===== src/rtl/alu_sequencer_if.sv =====
// Signal bundle between alu_sequencer, its two requesters and the shared ALU instance.
// slave: the sequencer itself; master: the environment (requesters + ALU).
interface alu_sequencer_if;
  // Port 0: execute-stage issue
  logic        req0_valid;
  logic        req0_ready;
  logic [3:0]  req0_op;
  logic [31:0] req0_a;
  logic [31:0] req0_b;
  logic [31:0] req0_c;
  // Port 1: cache/address-generation helper
  logic        req1_valid;
  logic        req1_ready;
  logic [3:0]  req1_op;
  logic [31:0] req1_a;
  logic [31:0] req1_b;
  logic [31:0] req1_c;
  // Shared response
  logic        rsp0_valid;
  logic        rsp1_valid;
  logic [31:0] rsp_data;
  logic        rsp_err;
  // ALU side
  logic [3:0]  alu_op;
  logic [31:0] alu_in1;
  logic [31:0] alu_in2;
  logic [31:0] alu_in3;
  logic [31:0] alu_out;
  logic        busy;

  modport slave (
    input  req0_valid, req0_op, req0_a, req0_b, req0_c,
    input  req1_valid, req1_op, req1_a, req1_b, req1_c,
    output req0_ready, req1_ready,
    output rsp0_valid, rsp1_valid, rsp_data, rsp_err,
    output alu_op, alu_in1, alu_in2, alu_in3,
    input  alu_out,
    output busy
  );

  modport master (
    output req0_valid, req0_op, req0_a, req0_b, req0_c,
    output req1_valid, req1_op, req1_a, req1_b, req1_c,
    input  req0_ready, req1_ready,
    input  rsp0_valid, rsp1_valid, rsp_data, rsp_err,
    input  alu_op, alu_in1, alu_in2, alu_in3,
    output alu_out,
    input  busy
  );
endinterface


===== src/rtl/alu_sequencer.sv =====
// Shared-ALU sequencer: arbitrates two requesters onto one combinational 32-bit ALU.
// Define ALU_SEQ_RR_EN for round-robin arbitration; default build is fixed priority (port 0).
module alu_sequencer #(
  parameter int MUL_LAT = 3
) (
  input  logic           clk,
  input  logic           rst_n,
  alu_sequencer_if.slave bus
);

  typedef enum logic {
    ST_IDLE,
    ST_EXEC
  } state_t;

  localparam logic [3:0] LP_MUL_CNT = 4'(MUL_LAT - 1);

  if (MUL_LAT < 1 || MUL_LAT > 15) begin : g_mul_lat_range
    $error("alu_sequencer: MUL_LAT must be in 1..15");
  end

  function automatic logic is_mul_op(input logic [3:0] op);
    return (op == 4'b0000) || (op == 4'b0011) || (op == 4'b0100);
  endfunction

  function automatic logic is_undef_op(input logic [3:0] op);
    return op >= 4'b1101;
  endfunction

  state_t      r_state;
  logic [3:0]  r_count;
  logic        r_owner;
  logic        r_undef;
  logic [3:0]  r_op;
  logic [31:0] r_a;
  logic [31:0] r_b;
  logic [31:0] r_c;
  logic        r_rsp0_valid;
  logic        r_rsp1_valid;
  logic [31:0] r_rsp_data;
  logic        r_rsp_err;

  logic        w_grant;
  logic        w_any_valid;
  logic        w_accept;
  logic [3:0]  w_sel_op;
  logic [31:0] w_sel_a;
  logic [31:0] w_sel_b;
  logic [31:0] w_sel_c;

  assign w_any_valid = bus.req0_valid | bus.req1_valid;

`ifdef ALU_SEQ_RR_EN
  logic r_last_grant;

  // NOTE: every signal assigned in always_comb gets a default first, so no path can infer a latch.
  always_comb begin
    w_grant = 1'b0;
    if (bus.req0_valid && bus.req1_valid) begin
      w_grant = ~r_last_grant;
    end else if (bus.req1_valid) begin
      w_grant = 1'b1;
    end
  end

  // Reset value marks port 1 as last served, so the first contended grant goes to port 0.
  always_ff @(posedge clk) begin
    if (!rst_n) begin
      r_last_grant <= 1'b1;
    end else if (w_accept) begin
      r_last_grant <= w_grant;
    end
  end
`else
  assign w_grant = ~bus.req0_valid & bus.req1_valid;
`endif

  // Ready is forced low while reset is asserted, whatever the state register holds.
  assign w_accept       = rst_n & (r_state == ST_IDLE) & w_any_valid;
  assign bus.req0_ready = w_accept & ~w_grant;
  assign bus.req1_ready = w_accept &  w_grant;

  assign w_sel_op = w_grant ? bus.req1_op : bus.req0_op;
  assign w_sel_a  = w_grant ? bus.req1_a  : bus.req0_a;
  assign w_sel_b  = w_grant ? bus.req1_b  : bus.req0_b;
  assign w_sel_c  = w_grant ? bus.req1_c  : bus.req0_c;

  // NOTE: sequential state uses non-blocking (<=) so every register samples pre-edge values.
  always_ff @(posedge clk) begin
    if (!rst_n) begin
      r_state      <= ST_IDLE;
      r_count      <= '0;
      r_owner      <= 1'b0;
      r_undef      <= 1'b0;
      // NOTE: operand and result registers are reset as well, so ALU inputs and rsp_data are never X.
      r_op         <= '0;
      r_a          <= '0;
      r_b          <= '0;
      r_c          <= '0;
      r_rsp0_valid <= 1'b0;
      r_rsp1_valid <= 1'b0;
      r_rsp_data   <= '0;
      r_rsp_err    <= 1'b0;
    end else begin
      r_rsp0_valid <= 1'b0;
      r_rsp1_valid <= 1'b0;
      case (r_state)
        ST_IDLE: begin
          if (w_accept) begin
            r_op    <= w_sel_op;
            r_a     <= w_sel_a;
            r_b     <= w_sel_b;
            r_c     <= w_sel_c;
            r_owner <= w_grant;
            r_undef <= is_undef_op(w_sel_op);
            r_count <= is_mul_op(w_sel_op) ? LP_MUL_CNT : 4'd0;
            r_state <= ST_EXEC;
          end
        end
        ST_EXEC: begin
          if (r_count != 4'd0) begin
            r_count <= r_count - 4'd1;
          end else begin
            r_rsp_data   <= r_undef ? 32'd0 : bus.alu_out;
            r_rsp_err    <= r_undef;
            r_rsp0_valid <= ~r_owner;
            r_rsp1_valid <=  r_owner;
            r_state      <= ST_IDLE;
          end
        end
        default: r_state <= ST_IDLE;
      endcase
    end
  end

  assign bus.alu_op     = r_op;
  assign bus.alu_in1    = r_a;
  assign bus.alu_in2    = r_b;
  assign bus.alu_in3    = r_c;
  assign bus.rsp0_valid = r_rsp0_valid;
  assign bus.rsp1_valid = r_rsp1_valid;
  assign bus.rsp_data   = r_rsp_data;
  assign bus.rsp_err    = r_rsp_err;
  assign bus.busy       = (r_state == ST_EXEC);

endmodule


===== src/flat_wrapper.sv =====
// flat-port wrapper written by rule: the top's interface ports become plain ports
module alu_sequencer_flat 
#(
  parameter int MUL_LAT = 3
)
  (clk, rst_n, bus_req0_valid, bus_req0_op, bus_req0_a, bus_req0_b, bus_req0_c, bus_req1_valid, bus_req1_op, bus_req1_a, bus_req1_b, bus_req1_c, bus_req0_ready, bus_req1_ready, bus_rsp0_valid, bus_rsp1_valid, bus_rsp_data, bus_rsp_err, bus_alu_op, bus_alu_in1, bus_alu_in2, bus_alu_in3, bus_alu_out, bus_busy);
  alu_sequencer_if bus_i ();
  input  logic clk;
  input  logic rst_n;
  input wire logic [$bits(bus_i.req0_valid)-1:0] bus_req0_valid;
  input wire logic [$bits(bus_i.req0_op)-1:0] bus_req0_op;
  input wire logic [$bits(bus_i.req0_a)-1:0] bus_req0_a;
  input wire logic [$bits(bus_i.req0_b)-1:0] bus_req0_b;
  input wire logic [$bits(bus_i.req0_c)-1:0] bus_req0_c;
  input wire logic [$bits(bus_i.req1_valid)-1:0] bus_req1_valid;
  input wire logic [$bits(bus_i.req1_op)-1:0] bus_req1_op;
  input wire logic [$bits(bus_i.req1_a)-1:0] bus_req1_a;
  input wire logic [$bits(bus_i.req1_b)-1:0] bus_req1_b;
  input wire logic [$bits(bus_i.req1_c)-1:0] bus_req1_c;
  output wire logic [$bits(bus_i.req0_ready)-1:0] bus_req0_ready;
  output wire logic [$bits(bus_i.req1_ready)-1:0] bus_req1_ready;
  output wire logic [$bits(bus_i.rsp0_valid)-1:0] bus_rsp0_valid;
  output wire logic [$bits(bus_i.rsp1_valid)-1:0] bus_rsp1_valid;
  output wire logic [$bits(bus_i.rsp_data)-1:0] bus_rsp_data;
  output wire logic [$bits(bus_i.rsp_err)-1:0] bus_rsp_err;
  output wire logic [$bits(bus_i.alu_op)-1:0] bus_alu_op;
  output wire logic [$bits(bus_i.alu_in1)-1:0] bus_alu_in1;
  output wire logic [$bits(bus_i.alu_in2)-1:0] bus_alu_in2;
  output wire logic [$bits(bus_i.alu_in3)-1:0] bus_alu_in3;
  input wire logic [$bits(bus_i.alu_out)-1:0] bus_alu_out;
  output wire logic [$bits(bus_i.busy)-1:0] bus_busy;
  assign bus_i.req0_valid = bus_req0_valid;
  assign bus_i.req0_op = bus_req0_op;
  assign bus_i.req0_a = bus_req0_a;
  assign bus_i.req0_b = bus_req0_b;
  assign bus_i.req0_c = bus_req0_c;
  assign bus_i.req1_valid = bus_req1_valid;
  assign bus_i.req1_op = bus_req1_op;
  assign bus_i.req1_a = bus_req1_a;
  assign bus_i.req1_b = bus_req1_b;
  assign bus_i.req1_c = bus_req1_c;
  assign bus_req0_ready = bus_i.req0_ready;
  assign bus_req1_ready = bus_i.req1_ready;
  assign bus_rsp0_valid = bus_i.rsp0_valid;
  assign bus_rsp1_valid = bus_i.rsp1_valid;
  assign bus_rsp_data = bus_i.rsp_data;
  assign bus_rsp_err = bus_i.rsp_err;
  assign bus_alu_op = bus_i.alu_op;
  assign bus_alu_in1 = bus_i.alu_in1;
  assign bus_alu_in2 = bus_i.alu_in2;
  assign bus_alu_in3 = bus_i.alu_in3;
  assign bus_i.alu_out = bus_alu_out;
  assign bus_busy = bus_i.busy;
  alu_sequencer #(.MUL_LAT(MUL_LAT)) u_core (.clk(clk), .rst_n(rst_n), .bus(bus_i));
endmodule

===== config.mk =====
export PLATFORM = sky130hd
export DESIGN_NAME = alu_sequencer_flat
export DESIGN_NICKNAME = d
export VERILOG_FILES = /design/src/rtl/alu_sequencer_if.sv /design/src/rtl/alu_sequencer.sv /design/src/flat_wrapper.sv
export SDC_FILE = /design/constraint.sdc
export NUM_CORES = 1
export LEC_CHECK = 0
export CAP_MARGIN = 20
export CORE_AREA = 4 4 141 143
export DETAILED_ROUTE_END_ITERATION = 12
export DIE_AREA = 0 0 145 147
export PLACE_DENSITY = 0.71
export SYNTH_ARGS = -nofsm -noshare
export SYNTH_HDL_FRONTEND = slang
export SYNTH_SLANG_ARGS = --single-unit

===== constraint.sdc =====
create_clock -name clk -period 3.85 [get_ports clk]
set_input_delay 1.155 -clock clk [delete_from_list [all_inputs] [get_ports clk]]
set_output_delay 1.155 -clock clk [all_outputs]
set_load 0.03 [all_outputs]

==> results_dict.tcl, run 1 <==
set metrics [dict create \
    dieWidth_microns 145 \
    ys_seq_elements 142 \
    coreArea_sq_um 18600 \
    drc 0 \
    m1WireLength_microns 9040 \
    grt_start_max_net_pins 99 \
    cts.repair.resized 0 \
    cts_sinks 142 \
    port-buffer-count 373 \
    critPathArrivalTime_ps 2530 \
    period_share 0.957 \
    clk_pin_slew_ps 60 \
    finalCriticalPeriod_ps 3680 \
    htreeDepth 4 \
    cts_tree "built" \
    status "completed" \
    ios 374 \
    clock_skew_ps 8.26 \
    p_total_mw 4.80 \
    wl_met2_microns 11600 \
    cpPeakStageDelay_ps 570 \
    crit_type "in2out" \
    hold_violations 0 \
    grt_pass1_vias 6304 \
    clock_path_buffers 2 \
    dr_wl_met3_microns 1720 \
    gp_congestion 0.838 \
    seq_area_frac_synth 0.434 \
    syn-cell-area_sq_um 6560 \
    max_freq_mhz 271 \
    ys_types 35 \
    grt_pass1_wl_microns 35200 \
    post_cts.repair.setup_buffers 0 \
    ir_worst_vdd_mv 0.263 \
    p_leak_nw 3.99 \
    critPathLaunchType "primary input" \
    critPathSlowestCell "clkdlybuf4s50_1" \
    dieArea_sq_um 21300 \
    ys.warnings.count 0 \
    relSlewSlack 0.318 \
    postSynthAreaPerCell_sq_um 8.91 \
    syn_to_final_growth_pct 67.7 \
    wl_microns 23300 \
    insertion_delay_ps 420 \
    drv_cap 0 \
    instances_no_fill 1319 \
    dpl.cell_count 1286 \
    finalSetupViolCount 0 \
    root_buffer "clkbuf_16" \
    std_cell_rows 50 \
    initialDrtViolationCount 330 \
    power_density_nw_per_um2 437 \
    nets 1308 \
    maxUsedRoutingLayer "met5" \
    first_pass_iters 4 \
    tns_ps 0 \
    vias 6485 \
    hpwl_microns 16600 \
    routed_via_density 4.92 \
    grt.overflow.total 0 \
    start_util 0.353 \
    cp_max_fo 5 \
    numCtsBuffers 17 \
    die_h_microns 147 \
    rsz0062_at_grt "no" \
    cp_data_required_time_ps 2690 \
    worst_pin_slew_ps 1020 \
    worstPathCellList "clkdlybuf4s50_1, o21a_2, nand2b_1, nor2_1, buf_4" \
    ant_nets 0 \
    drive_gt1_frac 0.124 \
    track_usage 0.208 \
    syn-num-nets 973 \
    slew_viol_final 0 \
    hold_buffers 0 \
    holdCritPathClass "reg2reg" \
    netlist_instances 736 \
    antenna_found_initial 2 \
    cp-end-kind "output port" \
    wl_per_cell_microns 17.6 \
]
## synth_stat cells (all sizes together)
master   count  area (sq um)
o31ai        1          7.51
dfxtp      142          2840
a221o        3          30.0
nand2      206           773
clkbuf      22          82.6
a221oi       1          15.0
a32o         1          10.0
o211ai       5          37.5
nand3       11          55.1
nand4b       1          8.76
inv          3          11.3
o21ai       14          70.1
xor2         2          17.5
a211oi       1          12.5
buf         47           308
o21a         1          8.76
ha           1          12.5
nor3         3          26.3
a311oi      85          1240
nand2b       2          12.5
clkinv       1          3.75
nor2        93           349
nor2b        2          20.0
a21oi       35           175
and3         5          31.3
nand4bb      1          11.3
nand3b      34           255
a31o         1          8.76
mux2i       12           120
## registers in the layout (all words and copies together), names as in the netlist
name                   flops
u_core.bus.alu_in1        32
u_core.bus.alu_in2        32
u_core.bus.alu_in3        32
u_core.bus.alu_op          4
u_core.bus.busy            1
u_core.bus.rsp0_valid      1
u_core.bus.rsp1_valid      1
u_core.bus.rsp_data       32
u_core.bus.rsp_err         1
u_core.r_count             4
u_core.r_owner             1
u_core.r_undef             1
## per-stage QoR
stage	hold slack, ps	cell area, sq um	setup WS, ps	utilization
2_1_floorplan	417	6560	599	-
3_3_place_gp	437	10300	219	0.557
3_5_place_dp	444	10300	171	0.557
4_1_cts	451	11000	159	0.592
5_1_grt	465	11000	66.7	0.592
6_report	450	11000	165	0.592
## worst max-delay path, delay by kind of cell
kind,cells,cell delay [ps]
buffers and inverters,2,790
AOI/OAI and AO/OA,1,220
and+or+nand+nor,2,360
## metal layers
layer	track usage	up-vias
met2	0.362	238
met1	0.230	2953
met5	0	-
met3	0.0713	51
li1	-	3241
met4	0.0969	2
## report_power, final
part | total, mW | switching (mW) | internal [mW] | leakage [nW]
Clock | 1.80 | 0.684 | 1.12 | 0.313
Sequential | 1.69 | 0.0817 | 1.61 | 1.17
Combinational | 1.31 | 0.693 | 0.618 | 2.51
Total | 4.80 | 1.46 | 3.34 | 3.99
## cell usage in the layout (no fill, tap or decap), types with 2 or more instances in the layout
cell type and n:
xor2_1 2, inv_1 3, nor2b_4 2, nand2_1 206
dfxtp_1 142, nor2_1 93, a21oi_1 35, inv_6 4
bufinv_16 4, buf_12 4, a221o_1 3, a311oi_1 6
and3_1 5, o211ai_1 5, nand3b_1 34, clkdlybuf4s50_1 371
nand3_1 11, mux2i_1 12, o21ai_0 14, nor3_1 2
buf_4 10, a311oi_2 79, clkbuf_16 17, clkinv_4 4
## area by class of cell
class | count | area (sq um)
diodes | 1 | 2.50
clock buffers | 18 | 439
clock inverters | 14 | 205
fillers | 1683 | 7590
inverters | 4 | 20.0
multi-input cells | 521 | 3320
flip-flops and latches | 142 | 2840
well taps | 234 | 293
repair buffers | 385 | 3870
## worst paths after layout
kind                           startpoint                       to  slack (ps)  cells past startpoint
setup / recovery           bus_req0_valid           bus_req0_ready         170                      5
hold reg to reg   u_core.bus.rsp_data[10]  u_core.bus.rsp_data[10]         450                      2
setup reg to reg          u_core.bus.busy        u_core.r_count[1]        1690                      4
hold / removal    u_core.bus.rsp_data[10]  u_core.bus.rsp_data[10]         450                      2
## cell families (layout without fill, tap and decap cells)
| family | Yosys count | in the layout | share of synthesized area |
|---|---|---|---|
| simple gates | 358 | 358 | 0.235 |
| compound gates | 148 | 148 | 0.246 |
| flops | 142 | 142 | 0.434 |
| buf+inv | 73 | 421 | 0.0618 |
| mux | 12 | 12 | 0.0183 |
| xor+xnor | 2 | 2 | 0.00267 |
| fa+ha+maj | 1 | 1 | 0.00191 |
| other cells | 0 | 1 | 0 |
No activity file was read; power rests on OpenSTA's default activity.
==> run 2, diff against run 1 <==
--- a/config.mk
+++ b/config.mk
@@ -7,8 +7,8 @@
 export LEC_CHECK = 0
 export CAP_MARGIN = 20
-export CORE_AREA = 4 4 141 143
+export CORE_AREA = 4 4 142 144
 export DETAILED_ROUTE_END_ITERATION = 12
-export DIE_AREA = 0 0 145 147
-export PLACE_DENSITY = 0.71
+export DIE_AREA = 0 0 146 148
+export PLACE_DENSITY = 0.7
 export SYNTH_ARGS = -nofsm -noshare
 export SYNTH_HDL_FRONTEND = slang
==> constraint.sdc (replaced) <==
create_clock -name clk -period 3.85 [get_ports clk]
set_input_delay 0.77 -clock clk [delete_from_list [all_inputs] [get_ports clk]]
set_output_delay 0.77 -clock clk [all_outputs]
set_load 0.03 [all_outputs]
==> run 2 against run 1 <==
Worst setup slack improved by 680 ps. Clock power is essentially flat. Sequential power hardly changed. Worst hold slack got worse by 0.72 ps. Combinational power hardly changed.
==> results_dict.tcl, run 2 (same netlist as run 1, synthesis figures left out) <==
set metrics [dict create \
    initialDrtViolationCount 303 \
    power_density_nw_per_um2 436 \
    std_cell_rows 50 \
    ir_worst_vdd_mv 0.275 \
    cts_tree "built" \
    vias 6498 \
    hold_buffers 0 \
    wl_microns 23400 \
    finalSetupViolCount 0 \
    routed_via_density 4.92 \
    max_freq_mhz 333 \
    grt.met3_usage 0.0567 \
    antenna_cells 0 \
    crit_buf_inv 2 \
    dieArea_sq_um 21600 \
    clock_skew_ps 9.08 \
    rsz0062_at_grt "no" \
    coreArea_sq_um 18700 \
    root_buffer "clkbuf_16" \
    hold_violations 0 \
    ios 374 \
    grt.overflow.total 0 \
    crit_family "buffers and inverters" \
    holdCritPathClass "reg2reg" \
    finalCriticalPeriod_ps 3010 \
    drive_gt1_frac 0.126 \
    cp_max_fo 5 \
    worst_pin_slew_ps 1050 \
    grt_start_max_net_pins 89 \
    dieWidth_microns 146 \
    crit_type "in2out" \
    drv_cap 0 \
    antenna_found_initial 0 \
    drc 0 \
    cts.repair.resized 0 \
    cp-end-kind "output port" \
    cts_sinks 142 \
    wl_per_cell_microns 17.7 \
    clock_path_buffers 2 \
    track_usage 0.206 \
    syn_to_final_growth_pct 68.6 \
    relSlewSlack 0.298 \
    first_pass_iters 4 \
    ant_nets 0 \
    period_share 0.781 \
    tns_ps 0 \
    dpl.cell_count 1290 \
    start_util 0.350 \
    numCtsBuffers 17 \
    p_total_mw 4.81 \
    critPathSlowestCell "clkdlybuf4s50_1" \
    slew_viol_final 0 \
    grt_pass1_vias 6208 \
    critPathLaunchType "primary input" \
    grtUsageMet2 0.369 \
    final_cell_mix "clkdlybuf4s50_1 (371), nand2_1 (206), dfxtp_1 (142)" \
    htreeDepth 4 \
    nets 1312 \
    worstPathCellList "clkdlybuf4s50_1, o21a_2, nand2b_1, nor2_1, buf_4" \
    cpPeakStageDelay_ps 580 \
    layout_commonest_cell "clkdlybuf4s50_1" \
    port-buffer-count 373 \
    top_usage_layer "met2" \
    critPathArrivalTime_ps 2240 \
    status "completed" \
    insertion_delay_ps 420 \
    gr-usage-met1 0.238 \
    p_leak_nw 4.02 \
    instances_no_fill 1322 \
    cp_data_required_time_ps 3080 \
    die_h_microns 148 \
    grt_pass1_wl_microns 35500 \
    gp_congestion 0.826 \
    hpwl_microns 16900 \
    post_cts.repair.setup_buffers 0 \
    clk_pin_slew_ps 60 \
]
run 2: area by class of cell:
| class | count | area, sq um |
|---|---|---|
| clock inverter | 12 | 184 |
| fill | 1692 | 7650 |
| tap | 234 | 293 |
| timing repair buffer | 389 | 3940 |
| clock buffer | 20 | 457 |
| inverter | 4 | 20.0 |
| sequential | 142 | 2840 |
| multi-input combinational | 521 | 3320 |
run 2: power breakdown:
group / switching, mW / internal (mW)
clock: 0.669 / 1.13
sequential: 0.0801 / 1.61
combinational: 0.700 / 0.631
total: 1.45 / 3.37
run 2: stage by stage:
stage	setup WS [ps]	utilization	hold WS [ps]	instance area, sq um
floorplan	1370	-	417	6560
global placement	947	0.557	437	10400
detailed placement	870	0.557	443	10400
CTS	859	0.591	451	11100
global route	776	0.591	466	11100
finish	844	0.591	449	11100
run 2: final timing paths:
check,from,depth (start not counted),slack (ps),end
hold / removal,u_core.bus.rsp_data[18],2,450,u_core.bus.rsp_data[18]
setup reg to reg,u_core.bus.busy,5,1660,u_core.bus.rsp_data[9]
hold reg to reg,u_core.bus.rsp_data[18],2,450,u_core.bus.rsp_data[18]
setup / recovery,bus_req0_valid,5,840,bus_req1_ready
run 2: layer usage:
| metal | wire length (microns) | part of all wire | vias to the layer above |
|---|---|---|---|
| li1 | - | - | 3245 |
| met1 | 9470 | 0.41 | 2988 |
| met2 | 11900 | 0.51 | 232 |
| met3 | 1530 | 0.065 | 33 |
| met4 | 507 | 0.022 | 0 |
| met5 | 0 | 0 | - |
run 2: worst min-delay path, stage by stage, from the launching register on:
cell and delay, ps:
dfxtp_1 310, nand2_1 50, a21oi_1 50
